`src/rtl/ddr3_mon_pkg.sv`:
```
// Shared encodings and sizing helpers for the DDR3 command-bus monitor.
package ddr3_mon_pkg;

    typedef enum logic [3:0] {
        CMD_DESEL = 4'd0,
        CMD_NOP   = 4'd1,
        CMD_ACT   = 4'd2,
        CMD_RD    = 4'd3,
        CMD_WR    = 4'd4,
        CMD_PRE   = 4'd5,
        CMD_PREA  = 4'd6,
        CMD_REF   = 4'd7,
        CMD_MRS   = 4'd8,
        CMD_ZQ    = 4'd9
    } cmd_e;

    // Lower codes take priority when one command breaks several rules.
    typedef enum logic [3:0] {
        ERR_NONE     = 4'd0,
        ERR_CLOSED   = 4'd1,
        ERR_ACT_OPEN = 4'd2,
        ERR_RCD      = 4'd3,
        ERR_RP       = 4'd4,
        ERR_RAS      = 4'd5,
        ERR_REF_OPEN = 4'd6,
        ERR_RFC      = 4'd7
    } err_e;

    function automatic int unsigned max2(input int unsigned a, input int unsigned b);
        return (a > b) ? a : b;
    endfunction

    function automatic int unsigned timer_width(input int unsigned max_val);
        return $clog2(max_val + 1);
    endfunction

endpackage

```
`src/rtl/ddr3_bank_tracker.sv`:
```
// One DDR3 bank: open flag plus saturating cycles-since-ACT/PRE timers,
// exposing ready-made timing-constraint comparator results.
module ddr3_bank_tracker
    import ddr3_mon_pkg::*;
#(
    parameter int unsigned T_RCD = 11,
    parameter int unsigned T_RP  = 11,
    parameter int unsigned T_RAS = 28,
    parameter int unsigned TW    = 8
) (
    input  logic i_clk,
    input  logic i_rst_n,
    input  logic i_act,
    input  logic i_pre,
    output logic o_open,
    output logic o_rcd_ok,
    output logic o_rp_ok,
    output logic o_ras_ok
);

    localparam logic [TW-1:0] SAT = TW'(max2(max2(T_RAS, T_RCD), T_RP));

    logic          r_open;
    logic [TW-1:0] r_since_act;
    logic [TW-1:0] r_since_pre;

    // NOTE: non-blocking assignments so every register here samples pre-edge values.
    always_ff @(posedge i_clk) begin
        if (!i_rst_n) begin
            r_open      <= 1'b0;
            r_since_act <= SAT;
            r_since_pre <= SAT;
        end else begin
            if (i_act) begin
                r_open      <= 1'b1;
                r_since_act <= '0;
            end else if (r_since_act != SAT) begin
                r_since_act <= r_since_act + 1'b1;
            end
            if (i_pre) begin
                r_open      <= 1'b0;
                r_since_pre <= '0;
            end else if (r_since_pre != SAT) begin
                r_since_pre <= r_since_pre + 1'b1;
            end
        end
    end

    assign o_open   = r_open;
    assign o_rcd_ok = (r_since_act >= TW'(T_RCD));
    assign o_rp_ok  = (r_since_pre >= TW'(T_RP));
    assign o_ras_ok = (r_since_act >= TW'(T_RAS));

endmodule

```
`src/rtl/ddr3_cmd_monitor.sv`:
```
// Passive DDR3 command/address bus monitor: decodes each ck_p edge, tracks
// per-bank state and timing, flags violations and keeps saturating counters.
module ddr3_cmd_monitor
    import ddr3_mon_pkg::*;
#(
    parameter int unsigned ROW_WIDTH  = 14,
    parameter int unsigned BANK_WIDTH = 3,
    parameter int unsigned COL_WIDTH  = 10,
    parameter int unsigned T_RCD      = 11,
    parameter int unsigned T_RP       = 11,
    parameter int unsigned T_RAS      = 28,
    parameter int unsigned T_RFC      = 160,
    parameter int unsigned CNT_WIDTH  = 32
) (
    input  logic                       ddr3_ck_p_fpga,
    input  logic                       sys_rst_n,
    input  logic                       ddr3_cke,
    input  logic                       ddr3_cs_n,
    input  logic                       ddr3_ras_n,
    input  logic                       ddr3_cas_n,
    input  logic                       ddr3_we_n,
    input  logic [BANK_WIDTH-1:0]      ddr3_ba,
    input  logic [ROW_WIDTH-1:0]       ddr3_addr,
    input  logic                       init_calib_complete,
    output logic                       cmd_valid,
    output logic [3:0]                 cmd_code,
    output logic [BANK_WIDTH-1:0]      cmd_bank,
    output logic [ROW_WIDTH-1:0]       cmd_row,
    output logic [(1<<BANK_WIDTH)-1:0] bank_open,
    output logic                       err_valid,
    output logic [3:0]                 err_code,
    output logic [BANK_WIDTH-1:0]      err_bank,
    output logic [CNT_WIDTH-1:0]       act_cnt,
    output logic [CNT_WIDTH-1:0]       rd_cnt,
    output logic [CNT_WIDTH-1:0]       wr_cnt,
    output logic [CNT_WIDTH-1:0]       pre_cnt,
    output logic [CNT_WIDTH-1:0]       ref_cnt,
    output logic [CNT_WIDTH-1:0]       err_cnt
);

    localparam int unsigned NUM_BANKS = 1 << BANK_WIDTH;
    localparam int unsigned TW        = timer_width(max2(max2(max2(T_RAS, T_RCD), T_RP), T_RFC));
    localparam logic [TW-1:0] RFC_SAT = TW'(T_RFC);

    // Elaboration guard: A10 must exist for PREA, and the column must leave room for A10/A12.
    if ((ROW_WIDTH < 11) || (COL_WIDTH + 2 > ROW_WIDTH)) begin : g_geometry_check
        $error("ddr3_cmd_monitor: ROW_WIDTH/COL_WIDTH combination unsupported");
    end

    cmd_e                  w_cmd;
    logic                  w_valid;
    logic                  w_is_rdwr;
    logic                  w_rfc_ok;
    logic [NUM_BANKS-1:0]  w_open;
    logic [NUM_BANKS-1:0]  w_rcd_ok;
    logic [NUM_BANKS-1:0]  w_rp_ok;
    logic [NUM_BANKS-1:0]  w_ras_ok;
    logic [NUM_BANKS-1:0]  w_ras_viol;
    logic [BANK_WIDTH-1:0] w_low_ras;
    logic [BANK_WIDTH-1:0] w_low_open;
    err_e                  w_err;
    logic [BANK_WIDTH-1:0] w_err_bank;
    logic                  w_report;

    logic                  r_cmd_valid;
    logic [3:0]            r_cmd_code;
    logic [BANK_WIDTH-1:0] r_cmd_bank;
    logic [ROW_WIDTH-1:0]  r_cmd_row;
    logic                  r_err_valid;
    logic [3:0]            r_err_code;
    logic [BANK_WIDTH-1:0] r_err_bank;
    logic [TW-1:0]         r_since_ref;
    logic [CNT_WIDTH-1:0]  r_act_cnt, r_rd_cnt, r_wr_cnt, r_pre_cnt, r_ref_cnt, r_err_cnt;

    // NOTE: every always_comb output gets a default first so no path can infer a latch.
    always_comb begin
        w_cmd = CMD_DESEL;
        if (ddr3_cke && !ddr3_cs_n) begin
            case ({ddr3_ras_n, ddr3_cas_n, ddr3_we_n})
                3'b111:  w_cmd = CMD_NOP;
                3'b011:  w_cmd = CMD_ACT;
                3'b101:  w_cmd = CMD_RD;
                3'b100:  w_cmd = CMD_WR;
                3'b010:  w_cmd = ddr3_addr[10] ? CMD_PREA : CMD_PRE;
                3'b001:  w_cmd = CMD_REF;
                3'b000:  w_cmd = CMD_MRS;
                default: w_cmd = CMD_ZQ;
            endcase
        end
    end

    assign w_valid    = (w_cmd != CMD_DESEL) && (w_cmd != CMD_NOP);
    assign w_is_rdwr  = (w_cmd == CMD_RD) || (w_cmd == CMD_WR);
    assign w_rfc_ok   = (r_since_ref >= RFC_SAT);
    assign w_ras_viol = w_open & ~w_ras_ok;

    for (genvar g = 0; g < NUM_BANKS; g++) begin : g_bank
        ddr3_bank_tracker #(
            .T_RCD (T_RCD),
            .T_RP  (T_RP),
            .T_RAS (T_RAS),
            .TW    (TW)
        ) u_tracker (
            .i_clk    (ddr3_ck_p_fpga),
            .i_rst_n  (sys_rst_n),
            .i_act    ((w_cmd == CMD_ACT) && (ddr3_ba == BANK_WIDTH'(g))),
            .i_pre    (((w_cmd == CMD_PRE) && (ddr3_ba == BANK_WIDTH'(g))) || (w_cmd == CMD_PREA)),
            .o_open   (w_open[g]),
            .o_rcd_ok (w_rcd_ok[g]),
            .o_rp_ok  (w_rp_ok[g]),
            .o_ras_ok (w_ras_ok[g])
        );
    end

    // Descending scan so the lowest-numbered flagged bank is the one left standing.
    always_comb begin
        w_low_ras  = '0;
        w_low_open = '0;
        for (int i = NUM_BANKS - 1; i >= 0; i--) begin
            if (w_ras_viol[i]) w_low_ras  = BANK_WIDTH'(i);
            if (w_open[i])     w_low_open = BANK_WIDTH'(i);
        end
    end

    always_comb begin
        w_err      = ERR_NONE;
        w_err_bank = ddr3_ba;
        if (w_is_rdwr && !w_open[ddr3_ba]) begin
            w_err = ERR_CLOSED;
        end else if ((w_cmd == CMD_ACT) && w_open[ddr3_ba]) begin
            w_err = ERR_ACT_OPEN;
        end else if (w_is_rdwr && !w_rcd_ok[ddr3_ba]) begin
            w_err = ERR_RCD;
        end else if ((w_cmd == CMD_ACT) && !w_rp_ok[ddr3_ba]) begin
            w_err = ERR_RP;
        end else if ((w_cmd == CMD_PRE) && w_ras_viol[ddr3_ba]) begin
            w_err = ERR_RAS;
        end else if ((w_cmd == CMD_PREA) && (|w_ras_viol)) begin
            w_err      = ERR_RAS;
            w_err_bank = w_low_ras;
        end else if ((w_cmd == CMD_REF) && (|w_open)) begin
            w_err      = ERR_REF_OPEN;
            w_err_bank = w_low_open;
        end else if (w_valid && !w_rfc_ok) begin
            w_err = ERR_RFC;
        end
    end

    assign w_report = init_calib_complete && (w_err != ERR_NONE);

    always_ff @(posedge ddr3_ck_p_fpga) begin
        if (!sys_rst_n) begin
            r_cmd_valid <= 1'b0;
            r_cmd_code  <= '0;
            r_cmd_bank  <= '0;
            r_cmd_row   <= '0;
            r_err_valid <= 1'b0;
            r_err_code  <= '0;
            r_err_bank  <= '0;
            r_since_ref <= RFC_SAT;
            r_act_cnt   <= '0;
            r_rd_cnt    <= '0;
            r_wr_cnt    <= '0;
            r_pre_cnt   <= '0;
            r_ref_cnt   <= '0;
            r_err_cnt   <= '0;
        end else begin
            r_cmd_valid <= w_valid;
            r_cmd_code  <= w_cmd;
            r_cmd_bank  <= ddr3_ba;
            r_cmd_row   <= ddr3_addr;
            r_err_valid <= w_report;
            r_err_code  <= w_report ? w_err : ERR_NONE;
            r_err_bank  <= w_report ? w_err_bank : '0;

            if (w_cmd == CMD_REF)
                r_since_ref <= '0;
            else if (r_since_ref != RFC_SAT)
                r_since_ref <= r_since_ref + 1'b1;

            if ((w_cmd == CMD_ACT) && (r_act_cnt != '1)) r_act_cnt <= r_act_cnt + 1'b1;
            if ((w_cmd == CMD_RD)  && (r_rd_cnt  != '1)) r_rd_cnt  <= r_rd_cnt + 1'b1;
            if ((w_cmd == CMD_WR)  && (r_wr_cnt  != '1)) r_wr_cnt  <= r_wr_cnt + 1'b1;
            if (((w_cmd == CMD_PRE) || (w_cmd == CMD_PREA)) && (r_pre_cnt != '1))
                r_pre_cnt <= r_pre_cnt + 1'b1;
            if ((w_cmd == CMD_REF) && (r_ref_cnt != '1)) r_ref_cnt <= r_ref_cnt + 1'b1;
            if (w_report && (r_err_cnt != '1)) r_err_cnt <= r_err_cnt + 1'b1;
        end
    end

    assign cmd_valid = r_cmd_valid;
    assign cmd_code  = r_cmd_code;
    assign cmd_bank  = r_cmd_bank;
    assign cmd_row   = r_cmd_row;
    assign bank_open = w_open;
    assign err_valid = r_err_valid;
    assign err_code  = r_err_code;
    assign err_bank  = r_err_bank;
    assign act_cnt   = r_act_cnt;
    assign rd_cnt    = r_rd_cnt;
    assign wr_cnt    = r_wr_cnt;
    assign pre_cnt   = r_pre_cnt;
    assign ref_cnt   = r_ref_cnt;
    assign err_cnt   = r_err_cnt;

endmodule

```
`config.mk`:
```
export PLATFORM = sky130hd
export DESIGN_NAME = ddr3_cmd_monitor
export DESIGN_NICKNAME = d
export VERILOG_FILES = /design/src/rtl/ddr3_mon_pkg.sv /design/src/rtl/ddr3_bank_tracker.sv /design/src/rtl/ddr3_cmd_monitor.sv
export SDC_FILE = /design/constraint.sdc
export NUM_CORES = 1
export LEC_CHECK = 0
export CORE_MARGIN = 10
export CORE_UTILIZATION = 45
export DETAILED_ROUTE_END_ITERATION = 8
export HOLD_SLACK_MARGIN = 0.15
export PLACE_DENSITY_LB_ADDON = 0.15
export RECOVER_POWER = 100
export SLEW_MARGIN = 10
export SYNTH_ARGS = -nofsm -noshare
export SYNTH_HDL_FRONTEND = slang
export SYNTH_SLANG_ARGS = --single-unit
```
`constraint.sdc`:
```
create_clock -name ddr3_ck_p_fpga -period 3.4 [get_ports ddr3_ck_p_fpga]
set_input_delay 0.68 -clock ddr3_ck_p_fpga [delete_from_list [all_inputs] [get_ports ddr3_ck_p_fpga]]
set_output_delay 0.68 -clock ddr3_ck_p_fpga [all_outputs]
set_load 0.005 [all_outputs]
```
==> results of run 1 <==
## power by group
group / switching (mW) / leakage, nW / total, mW / internal, mW
Combinational: 0.571 / 5.03 / 0.993 / 0.422
Clock: 1.78 / 0.670 / 4.47 / 2.69
Sequential: 0.171 / 2.96 / 4.62 / 4.45
Total: 2.52 / 8.66 / 10.1 / 7.56
## worst paths after layout
kind / from / end / depth (start not counted)
worst min-delay path: g_bank[2].u_tracker.r_since_pre[1] / g_bank[2].u_tracker.r_since_pre[1] / 2
worst max register to register: g_bank[0].u_tracker.r_since_act[0] / err_cnt[22] / 10
worst max-delay path: ddr3_cke / err_cnt[22] / 13
worst min register to register: g_bank[2].u_tracker.r_since_pre[1] / g_bank[2].u_tracker.r_since_pre[1] / 2
## registers in the layout (all words and copies together) (netlist names), 4 cells and up
signal / cells
g_bank.u_tracker.r_since_act: 64
r_since_ref: 8
err_cnt: 32
ref_cnt: 32
cmd_code: 4
wr_cnt: 32
rd_cnt: 32
cmd_row: 14
g_bank.u_tracker.r_since_pre: 64
act_cnt: 32
pre_cnt: 32
g_bank.u_tracker.o_open: 8
## cells by family (layout without fill, tap and decap cells)
group / Yosys count / in the layout
mux: 17 / 17
flops: 365 / 365
compound gates: 258 / 258
buf+inv: 128 / 452
xor+xnor: 235 / 235
other cells: 1 / 2
simple gates: 973 / 973
fa+ha+maj: 40 / 40
## Yosys cell counts (9+ instances only)
library cell	instances	area, um2
nand3_1	145	726
nor2_1	276	1040
buf_4	9	67.6
a21oi_1	60	300
nor4_1	29	181
mux2i_1	15	150
nand3b_1	11	82.6
nand4_1	69	432
xnor2_1	104	911
o31ai_1	11	82.6
xor2_1	130	1140
o21ai_0	117	586
nand2b_1	18	113
a31oi_1	9	56.3
or4_1	17	128
and4_1	27	236
nor3_1	62	310
dfxtp_1	365	7310
and3_1	67	419
inv_1	62	233
and2_1	44	275
or3_1	25	156
ha_1	40	500
nand2_1	149	559
clkbuf_1	45	169
## final cells by class
class | count | area, um2
multi-input combinational | 1524 | 9240
inverter | 62 | 236
clock buffer | 69 | 1300
timing repair buffer | 315 | 2960
fill | 3447 | 15800
clock inverter | 6 | 65.1
antenna | 1 | 2.50
tap | 511 | 639
sequential | 365 | 7310
## per-stage QoR
stage	hold WS (ps)	TNS, ps	setup slack, ps	cell area (um2)
detailed placement	480	-1530	-203	20500
finish	487	0	293	21800
CTS	488	0	351	21900
global route	498	0	82.5	21800
global placement	471	-213	-97.7	20500
floorplan	457	0	646	17100
## worst register-to-register path, delay by kind of cell, from the launching register on
kind                       cells  cell delay (ps)
buffers and inverters          1              170
AOI/OAI and AO/OA              5             1000
DFF                            1              340
and+or+nand+nor                3              900
adders and majority gates      1              250
## metal layers
metal / vias up / global-route usage, % / wire [um]
met4: 0 / 7.30 / 1380
met5: - / 0 / 0
met2: 387 / 30.7 / 20600
met3: 82 / 5.69 / 3640
met1: 7192 / 25.3 / 21100
li1: 7621 / - / -
==> metrics.md, run 1 <==
| Metric | Value |
|---|---|
| DRT Wirelength | 46,700 um |
| Drt pass-1 iters | 5 |
| Initial core utilization | 45.6% |
| Synth async-reset ratio | 0% |
| Max-slew violations | 80 |
| Tot GR Track Use | 19.7% |
| Post-synthesis simple-gate area fraction | 28.9% |
| Fmax | 322 MHz |
| # hold bufs at CTS | 0 |
| Worst-path clk slew | 60 ps |
| Max Cap Viol | 1 |
| Critical Path Fanout Max | 27 |
| CP dominant cell by count | buf_4 |
| Root Driver | clkbuf_16 |
| Setup-failing EPs final | 0 |
| Postcts setup bufs | 0 |
| Seq/Total Area, Yosys | 42.7% |
| Share of cells above drive strength 1 | 5.98% |
| Critical Path Sink Type | flip-flop |
| Vias | 15,300 |
| Pleak | 8.66 nW |
| Clock Skew | 17.6 ps |
| Final ANT Viol Nets | 0 |
| Final hold violations | 0 |
| Clock tree sinks | 365 |
| Non-Filler Instances | 2,853 |
| Worst R2R Setup Slack | 620 ps |
| Die H | 215 um |
| Maximum buffer depth of the clock tree | 3 |
| Chip width | 215 um |
| Nets | 2,375 |
| Initial DRC count | 1,043 |
| Number of global-route vias before repair | 14,500 |
| Vias per std cell | 5.36 |
| Drc violations | 0 |
| Mux share of post-synthesis cell area | 1.14% |
| CP required | 3840 ps |
| Power Density | 463 nW/um2 |
| CP Class | input port to flip-flop |
| Primary FF master, synth | dfxtp_1 |
| Mapped Cells | 2,017 |
| Placed Cells | 2,777 |
| Commonest non-fill, non-tap cell in the layout | dfxtp_1 |
| Worst slew margin | -2.44% |
| Critical path's slowest cell | or4_1 |
| TritonCTS clock tree | done |
| Syn Area/Cell | 8.49 um2 |
| Yosys cell types | 69 |
| WL per Instance | 16.4 um |
| Peak VDD IR | 0.431 mV |
| Worst-margin pin slew | 1530 ps |
| GP Congestion | 0.896 |
| Top Family by Delay on Critical Path | buffers and inverters |
| Net count after synthesis | 2,082 |
| Tcrit/Tclk final | 91.4% |
| Syn Std Cell Area | 17,100 um2 |
| Ys Warns | 0 |
| CP bufs+invs | 5 |
| Die footprint | 46,300 um2 |
| Hpwl dp | 34,100 um |
| First-pass GRT wire length | 76,200 um |
| Startpoint types | input port |
| I/O Buffers | 253 |
| Hold Path Class | flip-flop to flip-flop |
| Final Util | 57.9% |
| Area Growth Syn to Fin | 27.1% |
| CTS H-tree lvls | 2 |
| Number of core rows | 71 |
| Core area | 37,600 um2 |
| Yosys reg bits | 365 |
| Total CTS buffers | 42 |
| Initial antenna violation count | 1 |
| Crit path cell chain | clkdlybuf4s50_1, nor2b_1, clkbuf_4, buf_4, nand3_1, a211oi_1, a22oi_1, buf_4, nand4_4, o21ai_4, buf_12, or4_1, a21oi_1 |
| Total gr overflow | 0 |
| Pwr Total | 10.1 mW |
| Combinational family with the most area after synthesis | simple AND/OR/NAND/NOR gates |
| Post-synth EDFFs | 0 |
| IO Count | 255 |
| Commonest non-fill, non-tap cells in the layout | 365 x dfxtp_1, 276 x nor2_1, 230 x dlygate4sd3_1 |
| Post-synthesis compound-gate area fraction | 9.03% |
| Arr. time, crit path | 3550 ps |
| Largest net degree at the start of global routing | 89 |
| Slowest cell delay on critical path | 480 ps |
| Minimum clock period | 3110 ps |
| Post-cts sizing count | 0 |
| Status | finished, violations left |
| Synth Area in Adders | 2.92% |
| RSZ-0062 raised after global routing | false |
| Failing checks | max-capacitance violations, max-slew violations |
| Skew-Pair Late Insertion Delay | 560 ps |
| Post-Synth XOR/XNOR Area | 12.1% |
Note: power is estimated with default switching activity, not from simulation.
==> run 2: changes to the inputs <==
--- a/config.mk
+++ b/config.mk
@@ -5,11 +5,12 @@
 export SDC_FILE = /design/constraint.sdc
 export NUM_CORES = 1
 export LEC_CHECK = 0
+export CAP_MARGIN = 20
 export CORE_MARGIN = 10
 export CORE_UTILIZATION = 45
 export DETAILED_ROUTE_END_ITERATION = 8
 export HOLD_SLACK_MARGIN = 0.15
-export PLACE_DENSITY_LB_ADDON = 0.15
+export PLACE_DENSITY_LB_ADDON = 0.05
 export RECOVER_POWER = 100
 export SLEW_MARGIN = 10
 export SYNTH_ARGS = -nofsm -noshare
==> metrics.md, run 2 (synthesis gave the netlist of run 1 again) <==
| Metric | Value |
|---|---|
| Status | finished, violations left |
| Failing checks | max-capacitance violations, max-slew violations |
| Area post-placement | 20,700 um2 (+1.2%) |
| Chip width | 215 um (unchanged) |
| Final setup TNS | 0 ps (unchanged) |
| Postcts setup bufs | 0 (unchanged) |
| Tcrit/Tclk final | 90.5% (-0.88 points) |
| Tot GR Track Use | 20.1% (+0.40 points) |
| Largest regs | g_bank.u_tracker.r_since_act (64), g_bank.u_tracker.r_since_pre (64) |
| Die footprint | 46,300 um2 (unchanged) |
| Hold Path Class | flip-flop to flip-flop |
| Top routing layer used | met4 |
| Met3 wire length | 3530 um (-3.2%) |
| DRT Wirelength | 47,900 um (+2.5%) |
| Vias per std cell | 5.28 (-1.4%) |
| Drt pass-1 iters | 5 (unchanged) |
| Initial core utilization | 45.6% (unchanged) |
| Top Family by Delay on Critical Path | buffers and inverters |
| Fmax | 325 MHz (+0.97%) |
| Metal2 WL | 21,500 um (+4.3%) |
| Critical Path Sink Type | flip-flop |
| CP bufs+invs | 5 (unchanged) |
| Final ANT Viol Nets | 0 (unchanged) |
| Final worst slack | 323 ps (+29.9 ps) |
| Final Cell Area | 21,900 um2 (+0.79%) |
| CP required | 3810 ps (-30 ps) |
| Crit path cell chain | dlygate4sd3_1, nor2b_1, buf_4, clkbuf_1, and2_0, clkbuf_1, nand3_1, buf_4, nor4_1, xnor2_1, nor2_1 |
| Final hold violations | 0 (unchanged) |
| Slowest cell delay on critical path | 520 ps (+40 ps) |
| Area Growth Syn to Fin | 28.1% |
| First-pass GRT wire length | 77,600 um (+1.8%) |
| Maximum buffer depth of the clock tree | 3 (unchanged) |
| Initial antenna violation count | 2 (+1) |
| Die H | 215 um (unchanged) |
| Root Driver | clkbuf_16 |
| Drc violations | 0 (unchanged) |
| Largest net degree at the start of global routing | 67 (-25%) |
| Initial DRC count | 885 (-15%) |
| Total gr overflow | 0 (unchanged) |
| # hold bufs at CTS | 0 (unchanged) |
| Max-slew violations | 39 (-51%) |
| Post-cts sizing count | 0 (unchanged) |
| CP Class | input port to flip-flop |
| Number of core rows | 71 (unchanged) |
| Met1 wire length | 21,800 um (+3.2%) |
| IO Count | 255 (unchanged) |
| Commonest non-fill, non-tap cell in the layout | dfxtp_1 |
| Max Cap Viol | 1 (unchanged) |
| Nets | 2,412 (+1.6%) |
| Worst-path clk slew | 60 ps (about the same) |
| Startpoint types | input port |
| Critical path's slowest cell | dlygate4sd3_1 |
| Placed Cells | 2,814 (+1.3%) |
| Power Density | 460 nW/um2 (-0.63%) |
| RSZ-0062 raised after global routing | false |
| TritonCTS clock tree | done |
| Commonest non-fill, non-tap cells in the layout | 365 x dfxtp_1, 276 x nor2_1, 235 x dlygate4sd3_1 |
| Core area | 37,600 um2 (unchanged) |
| Arr. time, crit path | 3490 ps (-60 ps) |
| Peak VDD IR | 0.334 mV (-23%) |
| WL per Instance | 16.6 um (+1.3%) |
| CTS H-tree lvls | 2 (unchanged) |
| Critical Path Fanout Max | 10 (-63%) |
| Minimum clock period | 3080 ps (-29.9 ps) |
| Skew-Pair Late Insertion Delay | 560 ps (about the same) |
| Setup-failing EPs final | 0 (unchanged) |
| Vias | 15,200 (-0.27%) |
| I/O Buffers | 253 (unchanged) |
| Share of cells above drive strength 1 | 6.83% (+0.85 points) |
| Clock Skew | 21.1 ps (+3.43 ps) |
| GP Congestion | 0.890 (-0.69%) |
| Clock tree sinks | 365 (unchanged) |
| Worst-margin pin slew | 1710 ps (+180 ps) |
| Total CTS buffers | 42 (unchanged) |
| Final Util | 58.4% (+0.46 points) |
| Hpwl dp | 35,400 um (+3.7%) |
| Non-Filler Instances | 2,886 (+1.2%) |
| DP Worst Slack | -101 ps (+102 ps) |
| Pleak | 8.76 nW (+1.2%) |
| Worst slew margin | -14.2% (-12 points) |
| Number of global-route vias before repair | 14,500 (+0.13%) |
## run 2: cell count changes in the layout (fill, tap and decap cells not counted), sizes merged
cell,previous run,this run
buf,40,55
clkdlybuf4s50,22,17
clkbuf,92,108
bufinv,1,3
clkinvlp,2,1
diode,1,2
dlygate4sd3,230,235
## run 2: routing by layer
metal,vias to the layer above,track usage [%]
met2,349,32.0
met4,0,6.27
met3,65,5.94
met5,-,0
li1,7672,-
met1,7154,25.6
## run 2: where the power goes
group	internal (mW)	total (mW)	switching (mW)	leakage [nW]
registers	4.45	4.62	0.170	2.96
clock network	2.71	4.47	1.77	0.656
logic	0.427	1.00	0.576	5.15
total	7.59	10.1	2.51	8.76
## run 2: worst min-delay path, delay by kind of cell, from the launching register on
| family | cells | cell delay [ps] |
|---|---|---|
| flops | 1 | 330 |
| compound gates | 1 | 50 |
| simple gates | 1 | 60 |
## run 2: final timing paths
path	startpoint	end	slack [ps]	cells after the start
min reg2reg	g_bank[4].u_tracker.r_since_pre[1]	g_bank[4].u_tracker.r_since_pre[1]	480	2
min	g_bank[4].u_tracker.r_since_pre[1]	g_bank[4].u_tracker.r_since_pre[1]	480	2
max	ddr3_cke	rd_cnt[22]	320	11
max reg2reg	g_bank[3].u_tracker.r_since_act[0]	err_cnt[7]	570	10
## run 2: per-stage QoR
step | hold slack [ps] | power [mW]
finish | 481 | 10.1
global route | 510 | 10.6
CTS | 485 | 10.2
detailed placement | 478 | 5.74
global placement | 470 | 5.70
floorplan | 457 | 5.42
## run 2: final cells by class
cell class	count	area, um2
Inverter	62	238
Clock buffer	63	1230
Sequential cell	365	7310
Antenna cell	2	5.00
Clock inverter	7	116
Multi-Input combinational cell	1524	9250
Timing Repair Buffer	352	3150
Fill cell	3433	15600
Tap cell	511	639
